[config.mk]
export PLATFORM = sky130hd
export DESIGN_NAME = instr_encoder_flat
export DESIGN_NICKNAME = d
export VERILOG_FILES = /design/src/rtl/instr_encoder_if.sv /design/src/rtl/instr_encoder.sv /design/src/flat_wrapper.sv
export SDC_FILE = /design/constraint.sdc
export NUM_CORES = 1
export LEC_CHECK = 0
export CORE_MARGIN = 2
export CORE_UTILIZATION = 48
export CTS_BUF_LIST = sky130_fd_sc_hd__clkbuf_4 sky130_fd_sc_hd__clkbuf_8
export DETAILED_ROUTE_END_ITERATION = 8
export PLACE_DENSITY = 0.73
export SLEW_MARGIN = 20
export SYNTH_ARGS = -nofsm -noshare
export SYNTH_HDL_FRONTEND = slang
export SYNTH_SLANG_ARGS = --single-unit
[constraint.sdc]
create_clock -name clk -period 5.6 [get_ports clk]
set_input_delay 1.68 -clock clk [delete_from_list [all_inputs] [get_ports clk]]
set_output_delay 1.68 -clock clk [all_outputs]
set_load 0.01 [all_outputs]
[src/rtl/instr_encoder_if.sv]
// Handshake bundle for instr_encoder: field-set input side and FIFO output side.
// master drives fields/in_valid/out_ready; slave (the encoder) drives the rest.
interface instr_encoder_if #(
    parameter int FIFO_DEPTH = 4
);
    localparam int CW = $clog2(FIFO_DEPTH) + 1;

    logic          in_valid;
    logic          in_ready;
    logic [2:0]    fmt;
    logic [6:0]    opcode;
    logic [2:0]    funct3;
    logic [6:0]    funct7;
    logic [4:0]    rd;
    logic [4:0]    rs1;
    logic [4:0]    rs2;
    logic [63:0]   imm;
    logic          out_valid;
    logic          out_ready;
    logic [31:0]   out_instr;
    logic          out_err;
    logic [CW-1:0] count;
    logic [15:0]   err_cnt;

    modport master (
        output in_valid, fmt, opcode, funct3, funct7,
        output rd, rs1, rs2, imm, out_ready,
        input  in_ready, out_valid, out_instr, out_err,
        input  count, err_cnt
    );

    modport slave (
        input  in_valid, fmt, opcode, funct3, funct7,
        input  rd, rs1, rs2, imm, out_ready,
        output in_ready, out_valid, out_instr, out_err,
        output count, err_cnt
    );
endinterface

[src/rtl/instr_encoder.sv]
// Re-encodes decoded RV64I fields into 32-bit words, buffered in a FIFO.
// Ports: clk, rst_n (async active-low), bus (instr_encoder_if.slave).
module instr_encoder #(
    parameter int FIFO_DEPTH = 4
) (
    input  logic            clk,
    input  logic            rst_n,
    instr_encoder_if.slave  bus
);
    localparam int AW = (FIFO_DEPTH > 1) ? $clog2(FIFO_DEPTH) : 1;
    localparam int CW = $clog2(FIFO_DEPTH) + 1;
    localparam logic [CW-1:0] FULL = CW'(FIFO_DEPTH);

    logic [32:0]   mem_q [FIFO_DEPTH];
    logic [32:0]   mem_d [FIFO_DEPTH];
    logic [AW-1:0] wr_ptr_q, wr_ptr_d;
    logic [AW-1:0] rd_ptr_q, rd_ptr_d;
    logic [CW-1:0] count_q, count_d;
    logic [15:0]   err_cnt_q, err_cnt_d;

    logic [31:0] enc_word;
    logic        enc_ok;
    logic        push;
    logic        pop;
    logic        empty;

    // Sign-extension checks: all bits from the top down to the
    // encodable sign bit must agree.
    logic se11, se12, se20, se31;
    assign se11 = (&bus.imm[63:11]) | ~(|bus.imm[63:11]);
    assign se12 = (&bus.imm[63:12]) | ~(|bus.imm[63:12]);
    assign se20 = (&bus.imm[63:20]) | ~(|bus.imm[63:20]);
    assign se31 = (&bus.imm[63:31]) | ~(|bus.imm[63:31]);

    always_comb begin
        enc_word = '0;
        enc_ok   = 1'b0;
        case (bus.fmt)
            3'd0: begin
                enc_word = {bus.funct7, bus.rs2, bus.rs1,
                            bus.funct3, bus.rd, bus.opcode};
                enc_ok   = 1'b1;
            end
            3'd1: begin
                enc_word = {bus.imm[11:0], bus.rs1,
                            bus.funct3, bus.rd, bus.opcode};
                enc_ok   = se11;
            end
            3'd2: begin
                enc_word = {bus.imm[11:5], bus.rs2, bus.rs1,
                            bus.funct3, bus.imm[4:0], bus.opcode};
                enc_ok   = se11;
            end
            3'd3: begin
                enc_word = {bus.imm[12], bus.imm[10:5], bus.rs2,
                            bus.rs1, bus.funct3, bus.imm[4:1],
                            bus.imm[11], bus.opcode};
                enc_ok   = se12 & ~bus.imm[0];
            end
            3'd4: begin
                enc_word = {bus.imm[31:12], bus.rd, bus.opcode};
                enc_ok   = se31 & ~(|bus.imm[11:0]);
            end
            3'd5: begin
                enc_word = {bus.imm[20], bus.imm[10:1], bus.imm[11],
                            bus.imm[19:12], bus.rd, bus.opcode};
                enc_ok   = se20 & ~bus.imm[0];
            end
            default: begin
                enc_word = '0;
                enc_ok   = 1'b0;
            end
        endcase
    end

    assign empty = (count_q == '0);
    // in_ready comes from registered occupancy only; a pop while full
    // cannot make room for a push in the same cycle.
    assign push  = bus.in_valid & (count_q != FULL);
    assign pop   = bus.out_ready & ~empty;

    always_comb begin
        mem_d     = mem_q;
        wr_ptr_d  = wr_ptr_q;
        rd_ptr_d  = rd_ptr_q;
        count_d   = count_q;
        err_cnt_d = err_cnt_q;
        if (push) begin
            // Error entries carry a zero word so the head reads 0.
            mem_d[wr_ptr_q] = {~enc_ok, enc_ok ? enc_word : 32'h0};
            wr_ptr_d        = wr_ptr_q + AW'(1);
            if (!enc_ok && err_cnt_q != 16'hFFFF) begin
                err_cnt_d = err_cnt_q + 16'd1;
            end
        end
        if (pop) begin
            rd_ptr_d = rd_ptr_q + AW'(1);
        end
        case ({push, pop})
            2'b10:   count_d = count_q + CW'(1);
            2'b01:   count_d = count_q - CW'(1);
            default: count_d = count_q;
        endcase
    end

    always_ff @(posedge clk or negedge rst_n) begin
        if (!rst_n) begin
            for (int i = 0; i < FIFO_DEPTH; i++) begin
                mem_q[i] <= '0;
            end
            wr_ptr_q  <= '0;
            rd_ptr_q  <= '0;
            count_q   <= '0;
            err_cnt_q <= '0;
        end else begin
            mem_q     <= mem_d;
            wr_ptr_q  <= wr_ptr_d;
            rd_ptr_q  <= rd_ptr_d;
            count_q   <= count_d;
            err_cnt_q <= err_cnt_d;
        end
    end

    assign bus.in_ready  = (count_q != FULL);
    assign bus.out_valid = ~empty;
    assign bus.out_instr = empty ? 32'h0 : mem_q[rd_ptr_q][31:0];
    assign bus.out_err   = empty ? 1'b0  : mem_q[rd_ptr_q][32];
    assign bus.count     = count_q;
    assign bus.err_cnt   = err_cnt_q;
endmodule

[src/flat_wrapper.sv]
// flat-port wrapper written by rule: the top's interface ports become plain ports
module instr_encoder_flat 
#(
    parameter int FIFO_DEPTH = 4
)
  (clk, rst_n, bus_in_valid, bus_fmt, bus_opcode, bus_funct3, bus_funct7, bus_rd, bus_rs1, bus_rs2, bus_imm, bus_out_ready, bus_in_ready, bus_out_valid, bus_out_instr, bus_out_err, bus_count, bus_err_cnt);
  instr_encoder_if #(.FIFO_DEPTH(FIFO_DEPTH)) bus_i ();
  input  logic clk;
  input  logic rst_n;
  input wire logic [$bits(bus_i.in_valid)-1:0] bus_in_valid;
  input wire logic [$bits(bus_i.fmt)-1:0] bus_fmt;
  input wire logic [$bits(bus_i.opcode)-1:0] bus_opcode;
  input wire logic [$bits(bus_i.funct3)-1:0] bus_funct3;
  input wire logic [$bits(bus_i.funct7)-1:0] bus_funct7;
  input wire logic [$bits(bus_i.rd)-1:0] bus_rd;
  input wire logic [$bits(bus_i.rs1)-1:0] bus_rs1;
  input wire logic [$bits(bus_i.rs2)-1:0] bus_rs2;
  input wire logic [$bits(bus_i.imm)-1:0] bus_imm;
  input wire logic [$bits(bus_i.out_ready)-1:0] bus_out_ready;
  output wire logic [$bits(bus_i.in_ready)-1:0] bus_in_ready;
  output wire logic [$bits(bus_i.out_valid)-1:0] bus_out_valid;
  output wire logic [$bits(bus_i.out_instr)-1:0] bus_out_instr;
  output wire logic [$bits(bus_i.out_err)-1:0] bus_out_err;
  output wire logic [$bits(bus_i.count)-1:0] bus_count;
  output wire logic [$bits(bus_i.err_cnt)-1:0] bus_err_cnt;
  assign bus_i.in_valid = bus_in_valid;
  assign bus_i.fmt = bus_fmt;
  assign bus_i.opcode = bus_opcode;
  assign bus_i.funct3 = bus_funct3;
  assign bus_i.funct7 = bus_funct7;
  assign bus_i.rd = bus_rd;
  assign bus_i.rs1 = bus_rs1;
  assign bus_i.rs2 = bus_rs2;
  assign bus_i.imm = bus_imm;
  assign bus_i.out_ready = bus_out_ready;
  assign bus_in_ready = bus_i.in_ready;
  assign bus_out_valid = bus_i.out_valid;
  assign bus_out_instr = bus_i.out_instr;
  assign bus_out_err = bus_i.out_err;
  assign bus_count = bus_i.count;
  assign bus_err_cnt = bus_i.err_cnt;
  instr_encoder #(.FIFO_DEPTH(FIFO_DEPTH)) u_core (.clk(clk), .rst_n(rst_n), .bus(bus_i));
endmodule
# Word-level counts from Yosys, hierarchy flattened
# Cells that the tools add are included.
dict set report op_classes {
  addsub 5
  order_cmp 3
  n_eq_ne 9
  n_mux 12
  n_bitwise 19
  n_reduce_logical 17
}
# cell count
set op_table {}
lappend op_table {{case mux 32 bit (6 select lines)} 1}
lappend op_table {{bitwise mux 132 bit} 1}
lappend op_table {{two-way mux 33 bit} 3}
lappend op_table {{binary-select mux 33 bit (select 2 bit)} 1}
lappend op_table {{demux 33 bit (select 2 bit)} 1}
lappend op_table {{two-way mux 32 bit} 2}
lappend op_table {{AND reduction 53 bit} 1}
lappend op_table {{OR reduction 53 bit} 1}
lappend op_table {{AND reduction 52 bit} 1}
lappend op_table {{OR reduction 52 bit} 1}
lappend op_table {{AND reduction 44 bit} 1}
lappend op_table {{OR reduction 44 bit} 1}
lappend op_table {{AND reduction 33 bit} 1}
lappend op_table {{OR reduction 33 bit} 1}
lappend op_table {{adder 16 x 1 -> 16 bit (second input constant)} 1}
lappend op_table {{inequality test 16 bit (second input constant)} 1}
lappend op_table {{OR reduction 12 bit} 1}
lappend op_table {{inverter 1 bit} 8}
lappend op_table {{== test 3 x 2 -> 1 bit (second input constant)} 2}
lappend op_table {{== test 3 bit (second input constant)} 2}
lappend op_table {{>= comparator 3 bit (second input constant)} 2}
lappend op_table {{zero test 3 bit} 2}
lappend op_table {{inverter 2 -> 3 bit} 2}
lappend op_table {{case mux 3 bit (2 select lines)} 1}
lappend op_table {{other kinds (17)} 26}
dict set report totals {
  register_bits 155
  input_bits 103
  out_inout_bits 54
  wordCells 73
}

# Longest topological paths before layout
# Gate-level depths: netlist of run 1.
dict set report logic_depth {
  depth_word 8
  depth_mapped 11
  mapped_depth_nobuf 10
}

# Worst setup path after synthesis of run 1
# Ideal clock, no wire load.
dict set report synth_timing {
  path_type {input-to-reg}
  start {in bus_imm[58]}
  end {reg u_core.err_cnt_q[1] (netlist: u_core.bus.err_cnt[1])}
  setup_ns 0.125
  arrival_time_ns 3.324
  t_required_ns 5.475
  setup_slack_ns 2.151
  stages 7
  path_buffers 1
  cell_sequence {or3_1 or3_1 o22ai_1 a211oi_2 buf_6 nand3_1 mux2_2}
}
dict set report synth_via {
  elab_chain_cells 8
  elab_cells_between_ends 23
  classes_between {1 x mux; 11 x bitwise; 11 x reduce/logical}
}
# item line
set synth_lines {}
lappend synth_lines {{start, declared} flat_wrapper.sv:18} ;# input wire logic [$bits(bus_i.imm)-1:0] bus_imm;
lappend synth_lines {{OR reduction 52 bit (tied with other cells)} instr_encoder.sv:31} ;# assign se12 = (&bus.imm[63:12]) | ~(|bus.imm[63:12]);
lappend synth_lines {{inverter 1 bit, on equally long branches} {instr_encoder.sv:31, instr_encoder.sv:32, instr_encoder.sv:33}}
lappend synth_lines {{OR 1 bit, on equally long branches} {instr_encoder.sv:31, instr_encoder.sv:32, instr_encoder.sv:33}}
lappend synth_lines {{bitwise AND 1 bit, on equally long branches} {instr_encoder.sv:58, instr_encoder.sv:62, instr_encoder.sv:67}}
lappend synth_lines {{case mux 1 bit (5 select lines) *} instr_encoder.sv:38} ;# case (bus.fmt)
lappend synth_lines {{zero test 1 bit *} instr_encoder.sv:92} ;# if (!enc_ok && err_cnt_q != 16'hFFFF) begin
lappend synth_lines {{logical AND 1 bit *} instr_encoder.sv:92}
lappend synth_lines {{AND reduction 2 bit (no line) *} -}
lappend synth_lines {{end signal, assigned} instr_encoder.sv:120} ;# err_cnt_q <= err_cnt_d;
lappend synth_lines {{end, declared} instr_encoder.sv:19} ;# logic [15:0] err_cnt_q, err_cnt_d;
# Every way passes the cells marked *; elsewhere a longest branch is shown, timed or not.
# A chain may end at the register's enable or synchronous reset.

# Final worst setup path of run 1
dict set report layout_timing {
  start {reg u_core.rd_ptr_q[0]}
  end {out bus_out_instr[5]}
}
dict set report layout_via {
  elab_chain_cells 5
}
# item line
set layout_lines {}
lappend layout_lines {{start, declared} instr_encoder.sv:17} ;# logic [AW-1:0] rd_ptr_q, rd_ptr_d;
lappend layout_lines {{start signal, assigned} instr_encoder.sv:118} ;# rd_ptr_q <= rd_ptr_d;
lappend layout_lines {{inverter 2 -> 3 bit (not written as such)} instr_encoder.sv:126} ;# assign bus.out_instr = empty ? 32'h0 : mem_q[rd_ptr_q][31:0];
lappend layout_lines {{binary-select mux 33 bit (select 2 bit)} instr_encoder.sv:126}
lappend layout_lines {{two-way mux 33 bit (not written as such) (2 in series)} instr_encoder.sv:126}
lappend layout_lines {{two-way mux 32 bit} instr_encoder.sv:126}
lappend layout_lines {{end, declared} flat_wrapper.sv:22} ;# output wire logic [$bits(bus_i.out_instr)-1:0] bus_out_instr;
# Every way passes these cells. The select of a mux whose other input is x is not followed.

==> summary.txt, run 1 <==
CP Max Fanout: 20
Leakage power: 4.19 nW
# clock sinks: 155
Core box area: 16500 µm²
Die ar.: 17900 µm²
Most frequent cells in the layout: 176 x nand2_1, 155 x clkdlybuf4s50_1, 154 x dfrtp_1
1st-iter DRT viols: 554
Final Max Slew Viols: 0
Drt wl/cell: 17.8 µm
Worst skew pair latency: 470 ps
Synth Register Bits: 155
Synthesized cell area: 8110 µm²
Post-synth EDFFs: 0
Max-cap viol count: 0
Site Rows: 47
Number of port buffers: 156
Most common cell after layout, fill and taps aside: nand2_1
Final number of hold-violating endpoints: 0
Post-synth cell types: 43
# hold bufs at CTS: 0
Syn. warnings: 0
Clk root buf: clkbuf_8
Status: completed
Via count: 6497
Vias in the first global route: 6340
Mapped Avg Cell Area: 10.3 µm²
CTS Buf Count: 17
Clock tree buffer depth: 2
RSZ-0062 raised after global routing: false
First-pass GRT wire length: 33100 µm
Dominant synthesized flop cell: dfrtp_1
HPWL Detailed: 13700 µm
Reg clk slew, reported paths: 80 ps
Synth async-reset ratio: 1.00
Placer Congestion: 0.843
Fillers: 1383
Finish-stage setup viols: 0
Final WL: 20400 µm
Share of cells above drive strength 1: 0.102
Fin Clk Skew: 14.7 ps
Total negative setup slack: 0 ps
Antenna-violating nets left: 0
PwrDens: 397 nW/µm²
Initial Util: 0.491
Setup WS pre-CTS: 1080 ps
Syn_nets: 895
Antenna Cells: 0
GRT overflow: 0
Ports: 157
Slew HR: 0.503
Die extent in x: 134 µm
Seq. cell area: 3880 µm²
Fin worst setup slack: 1100 ps
Nets: 1022
Via density: 5.67
Drt first pass iters: 5
Die Ht: 134 µm
Post-CTS Setup Inserts: 0
H-tree levels: 4
CP required: 3920 ps
Kind of critical path: reg2out
Critical Path Source Type: register
Core Util, Final: 0.618
VDD IR-drop max: 298 µV
Post-route minimum period: 4500 ps
Area occupied by multi-input gates: 3860 µm²
Area growth from synthesis to layout: 26.0%
Critical Path AT: 2820 ps
Register area share after synthesis: 0.478
Post-cts repair resize count: 0
Max Clk Rate: 222 MHz
Worst Max-Slew Pin Slew: 746 ps
CTS tree: done
Tot GR Track Use: 0.236
DRC: 0
Period Utilization, post-route: 0.804
Hold Path Class: reg2reg
Cells after Synth: 785
Endpoint type of the worst setup path: primary output
Antenna violations before repair: 0
Largest net degree at the start of global routing: 109
Worst hold margin: 475 ps
-- worst max-delay path, stage by stage (launching register included) --
cell,delay (ps)
dfrtp_2,810
buf_4,370
mux4_2,530
and2_1,170
clkdlybuf4s50_1,470
-- cells in the mapped netlist, types with 2 or more instances --
master | instances | area [µm²]
inv_1 | 7 | 26.3
and3_1 | 14 | 87.6
a41oi_1 | 2 | 17.5
o22ai_1 | 2 | 12.5
mux2i_1 | 10 | 100
clkbuf_2 | 4 | 20.0
nor4_1 | 16 | 100
buf_2 | 4 | 20.0
buf_1 | 3 | 11.3
o31ai_1 | 100 | 751
a31oi_1 | 2 | 12.5
o21ai_0 | 30 | 150
a21oi_1 | 5 | 25.0
nor2_1 | 9 | 33.8
a22oi_1 | 22 | 165
nand4_1 | 27 | 169
xor2_1 | 3 | 26.3
nor3_1 | 5 | 25.0
xnor2_1 | 17 | 149
nand3_1 | 6 | 30.0
mux4_2 | 33 | 743
o22a_1 | 6 | 52.6
or3_1 | 3 | 18.8
a211oi_1 | 2 | 15.0
buf_6 | 13 | 146
nor2b_1 | 2 | 12.5
mux2_2 | 4 | 45.0
and2_1 | 39 | 244
clkbuf_1 | 42 | 158
and4_1 | 2 | 17.5
ha_1 | 6 | 75.1
dfrtp_1 | 155 | 3880
nand2_1 | 180 | 676
-- path summary, 6_finish.rpt --
kind                            slack (ps)                             from  cells past startpoint                            endpoint
worst max-delay path                  1100   u_core.rd_ptr_q[0]$_DFFE_PN0P_                      4                    bus_out_instr[5]
max in group asynchronous             3370                            rst_n                      2       u_core.mem_q[112]$_DFFE_PN0P_
min in group asynchronous             1240                            rst_n                      1  u_core.bus.err_cnt[14]$_DFFE_PN0P_
worst min register to register         470     u_core.mem_q[49]$_DFFE_PN0P_                      2        u_core.mem_q[49]$_DFFE_PN0P_
worst max register to register        3120  u_core.bus.count[0]$_DFFE_PN0P_                     10     u_core.bus.count[2]$_DFFE_PN0P_
worst min-delay path                   470     u_core.mem_q[49]$_DFFE_PN0P_                      2        u_core.mem_q[49]$_DFFE_PN0P_
-- power breakdown --
group	total, mW	internal, mW	switching, mW
Clock	0.968	0.556	0.412
Combinational	1.48	0.729	0.753
Sequential	1.60	1.40	0.202
Total	4.05	2.69	1.37
-- state kept, by name (all words and copies together), names as in the netlist --
signal              count
u_core.bus.count        3
u_core.bus.err_cnt     16
u_core.mem_q          132
u_core.rd_ptr_q         2
u_core.wr_ptr_q         2
-- cell families (layout without fill, tap and decap cells) --
| kind of cell | Yosys count | after routing | synth area share |
|---|---|---|---|
| mux | 47 | 47 | 0.110 |
| buf+inv | 74 | 214 | 0.0475 |
| compound gates | 176 | 176 | 0.154 |
| xor+xnor | 20 | 20 | 0.0216 |
| fa+ha+maj | 7 | 7 | 0.0117 |
| flops | 155 | 155 | 0.478 |
| simple gates | 306 | 306 | 0.177 |
-- cell type report --
| type | count | share of cell area |
|---|---|---|
| Clock inverter | 12 | 0.0190 |
| Tap cell | 220 | 0.0269 |
| Sequential cell | 155 | 0.380 |
| Clock buffer | 20 | 0.0263 |
| Inverter | 8 | 0.00294 |
| Timing Repair Buffer | 174 | 0.167 |
| Multi-Input combinational cell | 556 | 0.378 |
-- layer usage --
metal	GRT usage	share of wire	vias to the layer above
li1	-	-	3131
met4	0.0745	0.014	0
met5	0	0	-
met3	0.0525	0.056	20
met1	0.325	0.44	3165
met2	0.375	0.49	181
-- metrics by stage --
stage / instances / power [mW] / area, µm²
after floorplan: 785 / 2.51 / 8110
after global placement: 1113 / 3.09 / 9760
after detailed placement: 1113 / 3.12 / 9760
after CTS: 1145 / 4.09 / 10200
after global routing: 1145 / 4.31 / 10200
final: 1145 / 4.05 / 10200
(Power assumes the default switching activity.)
==> inputs of run 2 (changes only) <==
--- a/config.mk
+++ b/config.mk
@@ -9,7 +9,7 @@
 export CORE_UTILIZATION = 48
 export CTS_BUF_LIST = sky130_fd_sc_hd__clkbuf_4 sky130_fd_sc_hd__clkbuf_8
 export DETAILED_ROUTE_END_ITERATION = 8
-export PLACE_DENSITY = 0.73
+export PLACE_DENSITY = 0.76
 export SLEW_MARGIN = 20
 export SYNTH_ARGS = -nofsm -noshare
 export SYNTH_HDL_FRONTEND = slang
==> constraint.sdc (replaced) <==
create_clock -name clk -period 3.87 [get_ports clk]
set_input_delay 1.161 -clock clk [delete_from_list [all_inputs] [get_ports clk]]
set_output_delay 1.161 -clock clk [all_outputs]
set_load 0.01 [all_outputs]
==> run 2 against run 1 <==
Effect of this change: critical path depth unchanged; clock skew fell by 3.9 ps; wire length up 4.2%; clock-buffer cell count is 5 higher; hold slack worse by 1.5 ps; core utilization is 0.98 points higher; register-to-register slack worse by 1500 ps; via count grew 3.1%; sequential cell count is the same; design area rose by 1.6%; final cell count up 1.3%.
==> summary.txt, run 2 (synthesized netlist as in run 1, its figures left out) <==
Biggest register: u_core.mem_q
Post-CTS Setup Inserts: 0 (unchanged)
Core box area: 16500 µm² (unchanged)
DRC: 0 (unchanged)
1st-iter DRT viols: 536 (-3.2%)
Site Rows: 47 (unchanged)
Max FFs per register: 132 (unchanged)
Most common cell after layout, fill and taps aside: nand2_1
Drt wl/cell: 18.3 µm (+2.9%)
Die extent in x: 134 µm (unchanged)
Nets: 1038 (+1.6%)
Drt first pass iters: 4 (-1)
Placer Congestion: 0.921 (+9.2%)
Worst Max-Slew Pin Slew: 1030 ps (+288 ps)
Area growth from synthesis to layout: 28.0%
Initial Util: 0.491 (unchanged)
Ports: 157 (unchanged)
# clock sinks: 155 (unchanged)
Critical Path AT: 2560 ps (-260 ps)
Total negative setup slack: 0 ps (unchanged)
Final Max Slew Viols: 0 (unchanged)
CTS Buf Count: 17 (unchanged)
Worst path cell trace: buf_4 > mux4_2 > and2_1 > clkdlybuf4s50_1
Worst hold margin: 473 ps (-1.54 ps)
Clock tree buffer depth: 2 (unchanged)
Slew HR: 0.308 (-0.194)
Leakage power: 4.29 nW (+2.2%)
Endpoint type of the worst setup path: primary output
Die ar.: 17900 µm² (unchanged)
Slowest stage delay, CP: 600 ps (-210 ps)
Most frequent cells in the layout: 176 x nand2_1, 155 x clkdlybuf4s50_1, 154 x dfrtp_1
Tot GR Track Use: 0.245 (+0.00912)
Reg clk slew, reported paths: 80 ps (about the same)
Finish-stage setup viols: 0 (unchanged)
Largest net degree at the start of global routing: 81 (-26%)
PwrDens: 565 nW/µm² (+43%)
Kind of critical path: reg2out
Final WL: 21300 µm (+4.2%)
Max-cap viol count: 0 (unchanged)
Final number of hold-violating endpoints: 0 (unchanged)
Cell family contributing the most delay on the critical path: buffers and inverters
Period Utilization, post-route: 0.960
Antenna Cells: 0 (unchanged)
Via density: 5.78 (+1.8%)
Status: completed
Hold Path Class: reg2reg
Fillers: 1331 (-3.8%)
Critical Path Source Type: register
Number of port buffers: 156 (unchanged)
Final instance area: 10400 µm² (+1.6%)
Critical-path top delay cell: dfrtp_2
Worst skew pair latency: 450 ps (-20 ps)
Post-route minimum period: 3720 ps
Buffers plus inverters on the worst setup path: 2 (unchanged)
Antenna violations before repair: 0 (unchanged)
Die Ht: 134 µm (unchanged)
Max Clk Rate: 269 MHz
Share of cells above drive strength 1: 0.116 (+0.0143)
Placed cell areas: 9950 µm² (+2.0%)
Antenna-violating nets left: 0 (unchanged)
# hold bufs at CTS: 0 (unchanged)
CP Max Fanout: 10 (-50%)
First-pass GRT wire length: 34300 µm (+3.7%)
CTS tree: done
H-tree levels: 4 (unchanged)
VDD IR-drop max: 291 µV (-2.4%)
CP required: 2710 ps (-1210 ps)
Clk root buf: clkbuf_8
RSZ-0062 raised after global routing: false
Vias in the first global route: 6608 (+4.2%)
HPWL Detailed: 14800 µm (+7.9%)
Post-cts repair resize count: 0 (unchanged)
Fin Clk Skew: 10.9 ps (-3.86 ps)
Core Util, Final: 0.628 (+0.00977)
Via count: 6701 (+3.1%)
GRT overflow: 0 (unchanged)
run 2: worst register-to-register path: stages, from the launching register on:
cell	delay [ps]
dfrtp_1	410
and3_1	200
and3_1	210
and3_1	210
and2_1	150
nand4_1	360
nand3_1	290
mux2_2	350
run 2: path summary, 6_finish.rpt:
path                       slack, ps                               from                           endpoint  cells after the start
max                              150     u_core.rd_ptr_q[0]$_DFFE_PN0P_                  bus_out_instr[24]                      4
min                              470       u_core.mem_q[42]$_DFFE_PN0P_       u_core.mem_q[42]$_DFFE_PN0P_                      2
max reg2reg                     1580  u_core.bus.err_cnt[8]$_DFFE_PN0P_  u_core.bus.err_cnt[1]$_DFFE_PN0P_                      7
min reg2reg                      470       u_core.mem_q[42]$_DFFE_PN0P_       u_core.mem_q[42]$_DFFE_PN0P_                      2
max in group asynchronous       2270                              rst_n       u_core.mem_q[52]$_DFFE_PN0P_                      2
min in group asynchronous        720                              rst_n  u_core.bus.err_cnt[9]$_DFFE_PN0P_                      1
run 2: through the flow:
stage	std cells	worst slack [ps]	power, mW
finish	1160	153	5.87
floorplan	785	940	3.63
global placement	1129	10.0	4.55
global route	1160	6.07	6.23
CTS	1160	84.1	5.92
detailed placement	1129	-47.9	4.61
run 2: area by class of cell:
type                       instances  area (µm²)  share of cell area
clock buffer                      25         319              0.0307
clock inverter                     6         110              0.0106
inverter                           8        30.0             0.00289
multi-input combinational        556        3860               0.372
sequential                       155        3880               0.374
tap                              220         275              0.0265
timing repair buffer             190        1910               0.184
run 2: per-layer routing:
layer  GRT usage  routed length, µm  up-vias  part of all wire
met3      0.0533               1090       30             0.051
met4      0.0768                349        0             0.016
met1       0.338               9460     3327              0.44
li1            -                  -     3160                 -
met2       0.391              10400      184              0.49
met5           0                  0        -                 0
run 2: power by group:
part           internal, mW  switching (mW)
logic                  1.12            1.12
clock network         0.732           0.573
registers              2.03           0.295
total                  3.88            1.98
